File: src/rtl/uart_rx_fifo_pkg.sv
`timescale 1ns/1ps
// Constants shared by the UART receive and transmit paths: FSM state encodings and byte width.
package uart_rx_fifo_pkg;

    localparam int UART_DATA_W = 8;

    typedef enum logic [1:0] {
        UART_IDLE  = 2'd0,
        UART_START = 2'd1,
        UART_DATA  = 2'd2,
        UART_STOP  = 2'd3
    } uart_state_e;

endpackage

File: src/rtl/uart_rx_fifo_byte_fifo.sv
`timescale 1ns/1ps
// Show-ahead FIFO: head visible combinationally, write lands 1 clk after wr_en.
// No backpressure on wr_en; writes while full are dropped unless a pop happens in the same clk.
module byte_fifo #(
    parameter int WIDTH = 8,
    parameter int DEPTH = 16
) (
    input  logic             clk,
    input  logic             rst,
    input  logic             wr_en,
    input  logic [WIDTH-1:0] wr_data,
    input  logic             rd_en,
    output logic [WIDTH-1:0] rd_data,
    output logic             empty,
    output logic             full
);
    localparam int AW = (DEPTH > 1) ? $clog2(DEPTH) : 1;

    logic [WIDTH-1:0] mem_q [DEPTH];
    logic [AW:0]      wr_ptr_q, wr_ptr_d;
    logic [AW:0]      rd_ptr_q, rd_ptr_d;
    logic             do_push, do_pop;

    // Extra pointer MSB separates "wrapped once" (full) from "same lap" (empty).
    assign empty   = (wr_ptr_q == rd_ptr_q);
    assign full    = (wr_ptr_q[AW] != rd_ptr_q[AW]) &&
                     (wr_ptr_q[AW-1:0] == rd_ptr_q[AW-1:0]);
    assign do_pop  = rd_en && !empty;
    assign do_push = wr_en && (!full || do_pop);

    assign wr_ptr_d = wr_ptr_q + {{AW{1'b0}}, do_push};
    assign rd_ptr_d = rd_ptr_q + {{AW{1'b0}}, do_pop};
    assign rd_data  = empty ? '0 : mem_q[rd_ptr_q[AW-1:0]];

    always_ff @(posedge clk or posedge rst) begin
        if (rst) begin
            wr_ptr_q <= '0;
            rd_ptr_q <= '0;
        end else begin
            wr_ptr_q <= wr_ptr_d;
            rd_ptr_q <= rd_ptr_d;
        end
    end

    always_ff @(posedge clk) begin
        if (do_push) begin
            mem_q[wr_ptr_q[AW-1:0]] <= wr_data;
        end
    end

endmodule

File: src/rtl/uart_rx_fifo.sv
`timescale 1ns/1ps
// 8N1 UART receiver (oversampled, mid-bit sampling, glitch-rejecting) feeding a show-ahead byte FIFO.
// Byte visible 1 clk after the mid-stop-bit tick; a full FIFO drops the byte and raises sticky overrun.
module uart_rx_fifo #(
    parameter int CLK_HZ     = 50_000_000,
    parameter int BAUD       = 9600,
    parameter int OVERSAMPLE = 16,
    parameter int FIFO_DEPTH = 16
) (
    input  logic       clk,
    input  logic       rst,
    input  logic       rx_in,
    input  logic       rd_en,
    output logic [7:0] rd_data,
    output logic       empty,
    output logic       full,
    output logic       frame_err,
    output logic       overrun,
    input  logic       clr_err,
    output logic       rx_busy
);
    import uart_rx_fifo_pkg::*;

    localparam int TICK_DIV_RAW = CLK_HZ / (BAUD * OVERSAMPLE);
    localparam int TICK_DIV     = (TICK_DIV_RAW < 1) ? 1 : TICK_DIV_RAW;
    localparam int DIV_W        = (TICK_DIV > 1) ? $clog2(TICK_DIV) : 1;
    localparam int OS_W         = $clog2(OVERSAMPLE);
    localparam int BIT_W        = $clog2(UART_DATA_W);
    localparam logic [DIV_W-1:0] DIV_LAST = DIV_W'(TICK_DIV - 1);
    localparam logic [OS_W-1:0]  OS_MID   = OS_W'(OVERSAMPLE / 2 - 1);
    localparam logic [OS_W-1:0]  OS_LAST  = OS_W'(OVERSAMPLE - 1);
    localparam logic [BIT_W-1:0] BIT_LAST = BIT_W'(UART_DATA_W - 1);

    logic                   rx_meta_q, rx_s_q;
    logic [DIV_W-1:0]       div_q, div_d;
    logic                   tick;
    uart_state_e            state_q, state_d;
    logic [OS_W-1:0]        os_cnt_q, os_cnt_d;
    logic [BIT_W-1:0]       bit_idx_q, bit_idx_d;
    logic [UART_DATA_W-1:0] shift_q, shift_d;
    logic                   frame_err_q, frame_err_d;
    logic                   overrun_q, overrun_d;
    logic                   byte_ok, byte_bad, ovr_set;

    assign tick  = (div_q == DIV_LAST);
    assign div_d = tick ? '0 : div_q + DIV_W'(1);

    always_comb begin
        state_d   = state_q;
        os_cnt_d  = os_cnt_q;
        bit_idx_d = bit_idx_q;
        shift_d   = shift_q;
        byte_ok   = 1'b0;
        byte_bad  = 1'b0;
        if (tick) begin
            case (state_q)
                UART_IDLE: begin
                    if (!rx_s_q) begin
                        state_d  = UART_START;
                        os_cnt_d = '0;
                    end
                end
                UART_START: begin
                    if (os_cnt_q == OS_MID) begin
                        if (rx_s_q) begin
                            state_d = UART_IDLE;
                        end else begin
                            state_d   = UART_DATA;
                            os_cnt_d  = '0;
                            bit_idx_d = '0;
                        end
                    end else begin
                        os_cnt_d = os_cnt_q + OS_W'(1);
                    end
                end
                UART_DATA: begin
                    if (os_cnt_q == OS_LAST) begin
                        shift_d   = {rx_s_q, shift_q[UART_DATA_W-1:1]};
                        os_cnt_d  = '0;
                        bit_idx_d = bit_idx_q + BIT_W'(1);
                        if (bit_idx_q == BIT_LAST) begin
                            state_d = UART_STOP;
                        end
                    end else begin
                        os_cnt_d = os_cnt_q + OS_W'(1);
                    end
                end
                UART_STOP: begin
                    // Leaving at mid-stop lets a back-to-back start edge be caught.
                    if (os_cnt_q == OS_LAST) begin
                        byte_ok  = rx_s_q;
                        byte_bad = !rx_s_q;
                        state_d  = UART_IDLE;
                        os_cnt_d = '0;
                    end else begin
                        os_cnt_d = os_cnt_q + OS_W'(1);
                    end
                end
                default: state_d = UART_IDLE;
            endcase
        end
    end

    // A same-clk pop makes room, so a byte arriving then is not an overrun.
    assign ovr_set     = byte_ok && full && !rd_en;
    assign frame_err_d = byte_bad || (frame_err_q && !clr_err);
    assign overrun_d   = ovr_set  || (overrun_q   && !clr_err);

    always_ff @(posedge clk or posedge rst) begin
        if (rst) begin
            rx_meta_q   <= 1'b1;
            rx_s_q      <= 1'b1;
            div_q       <= '0;
            state_q     <= UART_IDLE;
            os_cnt_q    <= '0;
            bit_idx_q   <= '0;
            shift_q     <= '0;
            frame_err_q <= 1'b0;
            overrun_q   <= 1'b0;
        end else begin
            rx_meta_q   <= rx_in;
            rx_s_q      <= rx_meta_q;
            div_q       <= div_d;
            state_q     <= state_d;
            os_cnt_q    <= os_cnt_d;
            bit_idx_q   <= bit_idx_d;
            shift_q     <= shift_d;
            frame_err_q <= frame_err_d;
            overrun_q   <= overrun_d;
        end
    end

    byte_fifo #(
        .WIDTH (UART_DATA_W),
        .DEPTH (FIFO_DEPTH)
    ) u_fifo (
        .clk     (clk),
        .rst     (rst),
        .wr_en   (byte_ok),
        .wr_data (shift_q),
        .rd_en   (rd_en),
        .rd_data (rd_data),
        .empty   (empty),
        .full    (full)
    );

    assign frame_err = frame_err_q;
    assign overrun   = overrun_q;
    assign rx_busy   = (state_q != UART_IDLE);

endmodule

File: config.mk
export PLATFORM = sky130hd
export DESIGN_NAME = uart_rx_fifo
export DESIGN_NICKNAME = d
export VERILOG_FILES = /design/src/rtl/uart_rx_fifo_pkg.sv /design/src/rtl/uart_rx_fifo_byte_fifo.sv /design/src/rtl/uart_rx_fifo.sv
export SDC_FILE = /design/constraint.sdc
export NUM_CORES = 1
export LEC_CHECK = 0
export ABC_AREA = 1
export BUFFER_PORTS_ARGS = -buffer_cell sky130_fd_sc_hd__buf_4
export CAP_MARGIN = 20
export CORE_ASPECT_RATIO = 0.8
export CORE_MARGIN = 2
export CORE_UTILIZATION = 39
export DETAILED_ROUTE_END_ITERATION = 16
export SYNTH_ARGS = -nofsm -noshare
export SYNTH_HDL_FRONTEND = slang
export SYNTH_SLANG_ARGS = --single-unit
export TNS_END_PERCENT = 20
File: constraint.sdc
create_clock -name clk -period 6.35 [get_ports clk]
set_input_delay 0.3175 -clock clk [delete_from_list [all_inputs] [get_ports clk]]
set_output_delay 0.3175 -clock clk [all_outputs]
set_load 0.02 [all_outputs]
==> metrics.yaml <==
ant_nets: 0
drv_cap: 0
clkLatencyLatePin_ps: 430
overflow: 0
num_vias: 5110
drv_slew: 0
antenna_found_initial: 0
crit_slowest_cell: "inv_2"
wl_per_cell_um: 15.8
dp_hpwl_um: 10900
cts_buffers: 17
cp-end-kind: "output port"
fin_tns_setup_ps: 0
syn_area_sq_mm: 0.00764
synth.area.top_cells: "edfxtp_1 50%, nand2_1 14%, dfrtp_1 12%"
core_sq_mm: 0.0191
dieArea_sq_mm: 0.0207
design_area_sq_mm: 0.00854
n_antenna_cell: 0
p_per_area_mw_per_mm2: 359
path_cells: "inv_2 -> nand2_1 -> nand2_1 -> nand2_1 -> nand3_1 -> nand3_1 -> a21oi_2 -> buf_4"
grt_util_all_layers_pct: 17.6
rows: 45
synth.net_count: 805
r2r-end: "u_fifo.mem_q[14][4]"
hold_ws_ps: -6.78
finalCriticalPeriod_ps: 2770
slew_headroom_pct: 32.4
drc: 0
critPathKind: "flop to output port"
startpoint_type: "flop"
syn-instance-count: 791
outcome: "complete, but fails checks"
synth_compound_area_share_pct: 2.57
rsz0062_at_grt: "false"
die_h_um: 129
wirelength_um: 17100
max_stage_delay_ps: 730
synth_top_family_by_area: "simple AND/OR/NAND/NOR gates"
grt.busiest_layer: "met2"
worst_pin_slew_ps: 1010
violations: "hold timing"
ir_drop_mv: 0.166
gp_congestion: 0.826
met3_usage_pct: 3.59
r2r_setup_slack_ps: 3580
synth_enable_flop_cells: 128
initial_core_util_pct: 40.0
synth_xor_area_share_pct: 1.03
post-route-period-util_pct: 43.7
arrival_ps: 2460
cts_max_level: 4
grt_pass1_wl_um: 27300
die_w_um: 161
path_clk_slew_ps: 70
areaGrowthSynthToFinish_pct: 11.7
synth-seq-cells: 168
grt_max_degree: 67
synth_seq_area_share_pct: 63.4
post_cts_resized: 0
crit_top_cell: "nand2_1"
synthAdderAreaFrac_pct: 1.47
finalSetupViolations: 0
cts_tree: "done"
drive_gt1_share_pct: 10.6
grt_pass1_vias: 4890
drt_iter0_drc: 484
crit_buf_inv: 2
clock_skew_ps: 9.19
yosys_warnings: 0
clock-sinks: 168
cts_max_path_buffers: 2
rr_worst_depth: 7
critical_path.top_delay_family: "buffers and inverters"
cp_max_fo: 65
async_flop_share_pct: 23.8
postPlaceCellArea_sq_mm: 0.00798
syn-mean-instance-area_sq_um: 9.66
nNetsFinal: 820
port_buffers: 17
cts_root_buffer: "clkbuf_16"
netlist.top_cell.by_area: "edfxtp_1"
crit_required_ps: 6030
yosysTopAreaCellShare_pct: 50.3
pin_count: 18
use_met1_pct: 25.9
hold_violations: 2
synth_cell_types: 35
first_pass_iters: 5
synthFlopType: "edfxtp_1"
gr-usage-met2_pct: 26.0
leakage_nw: 3.82
synth.area.mux_share_pct: 0
max_freq_ghz: 0.361
hold_class: "input port to async pin"
viasPerCell: 4.74
most-common-layout-cells: "293 x nand2_1, 128 x edfxtp_1, 110 x inv_1"
synth-simple-area-share_pct: 23.5
final_common_cell: "nand2_1"
reg2reg_from: "u_fifo.rd_ptr_q[0]"
worst max path at each step:
stage                        from                   to  depth (start not counted)
2_1_floorplan            div_q[0]   u_fifo.mem_q[0][0]                          9
3_3_place_gp   u_fifo.rd_ptr_q[0]  u_fifo.mem_q[14][1]                          7
3_5_place_dp   u_fifo.rd_ptr_q[0]  u_fifo.mem_q[11][0]                          7
4_1_cts        u_fifo.rd_ptr_q[0]           rd_data[5]                          8
5_1_grt        u_fifo.rd_ptr_q[0]           rd_data[5]                          8
6_report       u_fifo.rd_ptr_q[0]           rd_data[7]                          8
per-layer routing:
layer	part of all wire, %	wire, um
met2	44	7440
met5	0	0
met3	5.7	973
met4	1.3	218
met1	49	8420
what timing repair did:
| item | CTS | global route |
|---|---|---|
| buffers inserted | 0 | 0 |
| hold buffers | 1 | 0 |
| endpoints found under the hold margin | 1 | 0 |
Yosys cell counts, drive strengths merged, types with 2 or more instances:
cell type  number
clkinv          4
nand3          80
edfxtp        128
xor2            5
nor3            5
nand2         296
xnor2           4
ha              9
dfstp           2
o21ai          15
buf            21
a21oi          14
clkbuf          4
dfrtp          38
inv           121
nor2           39
state kept, by name, summed over array words and instances, names as in the netlist, named ones only:
signal	cells
state_q	1
u_fifo.wr_ptr_q	5
frame_err	1
rx_meta_q	1
bit_idx_q	3
os_cnt_q	4
shift_q	8
div_q	9
overrun	1
rx_s_q	1
u_fifo.rd_ptr_q	5
u_fifo.mem_q	128
worst min-delay path: stages:
cell	delay, ps
buf_4	110
clkinv_1	30
buf_4	410
area by class of cell:
| cell class | instances | area [sq um] |
|---|---|---|
| Multi-Input combinational cell | 473 | 2190 |
| Fill cell | 1810 | 10500 |
| Clock inverter | 14 | 124 |
| Inverter | 125 | 470 |
| Tap cell | 258 | 323 |
| Timing Repair Buffer | 21 | 160 |
| Clock buffer | 18 | 429 |
| Sequential cell | 168 | 4850 |
through the flow:
step | setup WS (ps) | power [mW] | util [%] | instances | hold slack, ps
6_report | 3580 | 3.06 | 44.7 | 1077 | -6.78
3_3_place_gp | 3630 | 2.10 | 41.8 | 1044 | 347
4_1_cts | 3560 | 3.08 | 44.7 | 1077 | 10.3
3_5_place_dp | 3610 | 2.10 | 41.8 | 1044 | 348
2_1_floorplan | 4340 | 1.89 | - | 791 | 322
5_1_grt | 3300 | 3.23 | 44.7 | 1077 | 59.3
cell families after synthesis:
group,Yosys count
simple gates,423
flops,168
buf+inv,150
compound gates,32
xor+xnor,9
fa+ha+maj,9
report_power, final:
group / internal [mW] / leakage (nW) / switching (mW)
Combinational: 0.276 / 1.56 / 0.592
Clock: 0.541 / 0.262 / 0.438
Sequential: 1.19 / 2.00 / 0.0272
Total: 2.01 / 3.82 / 1.06
No activity file was read; power rests on OpenSTA's default activity.
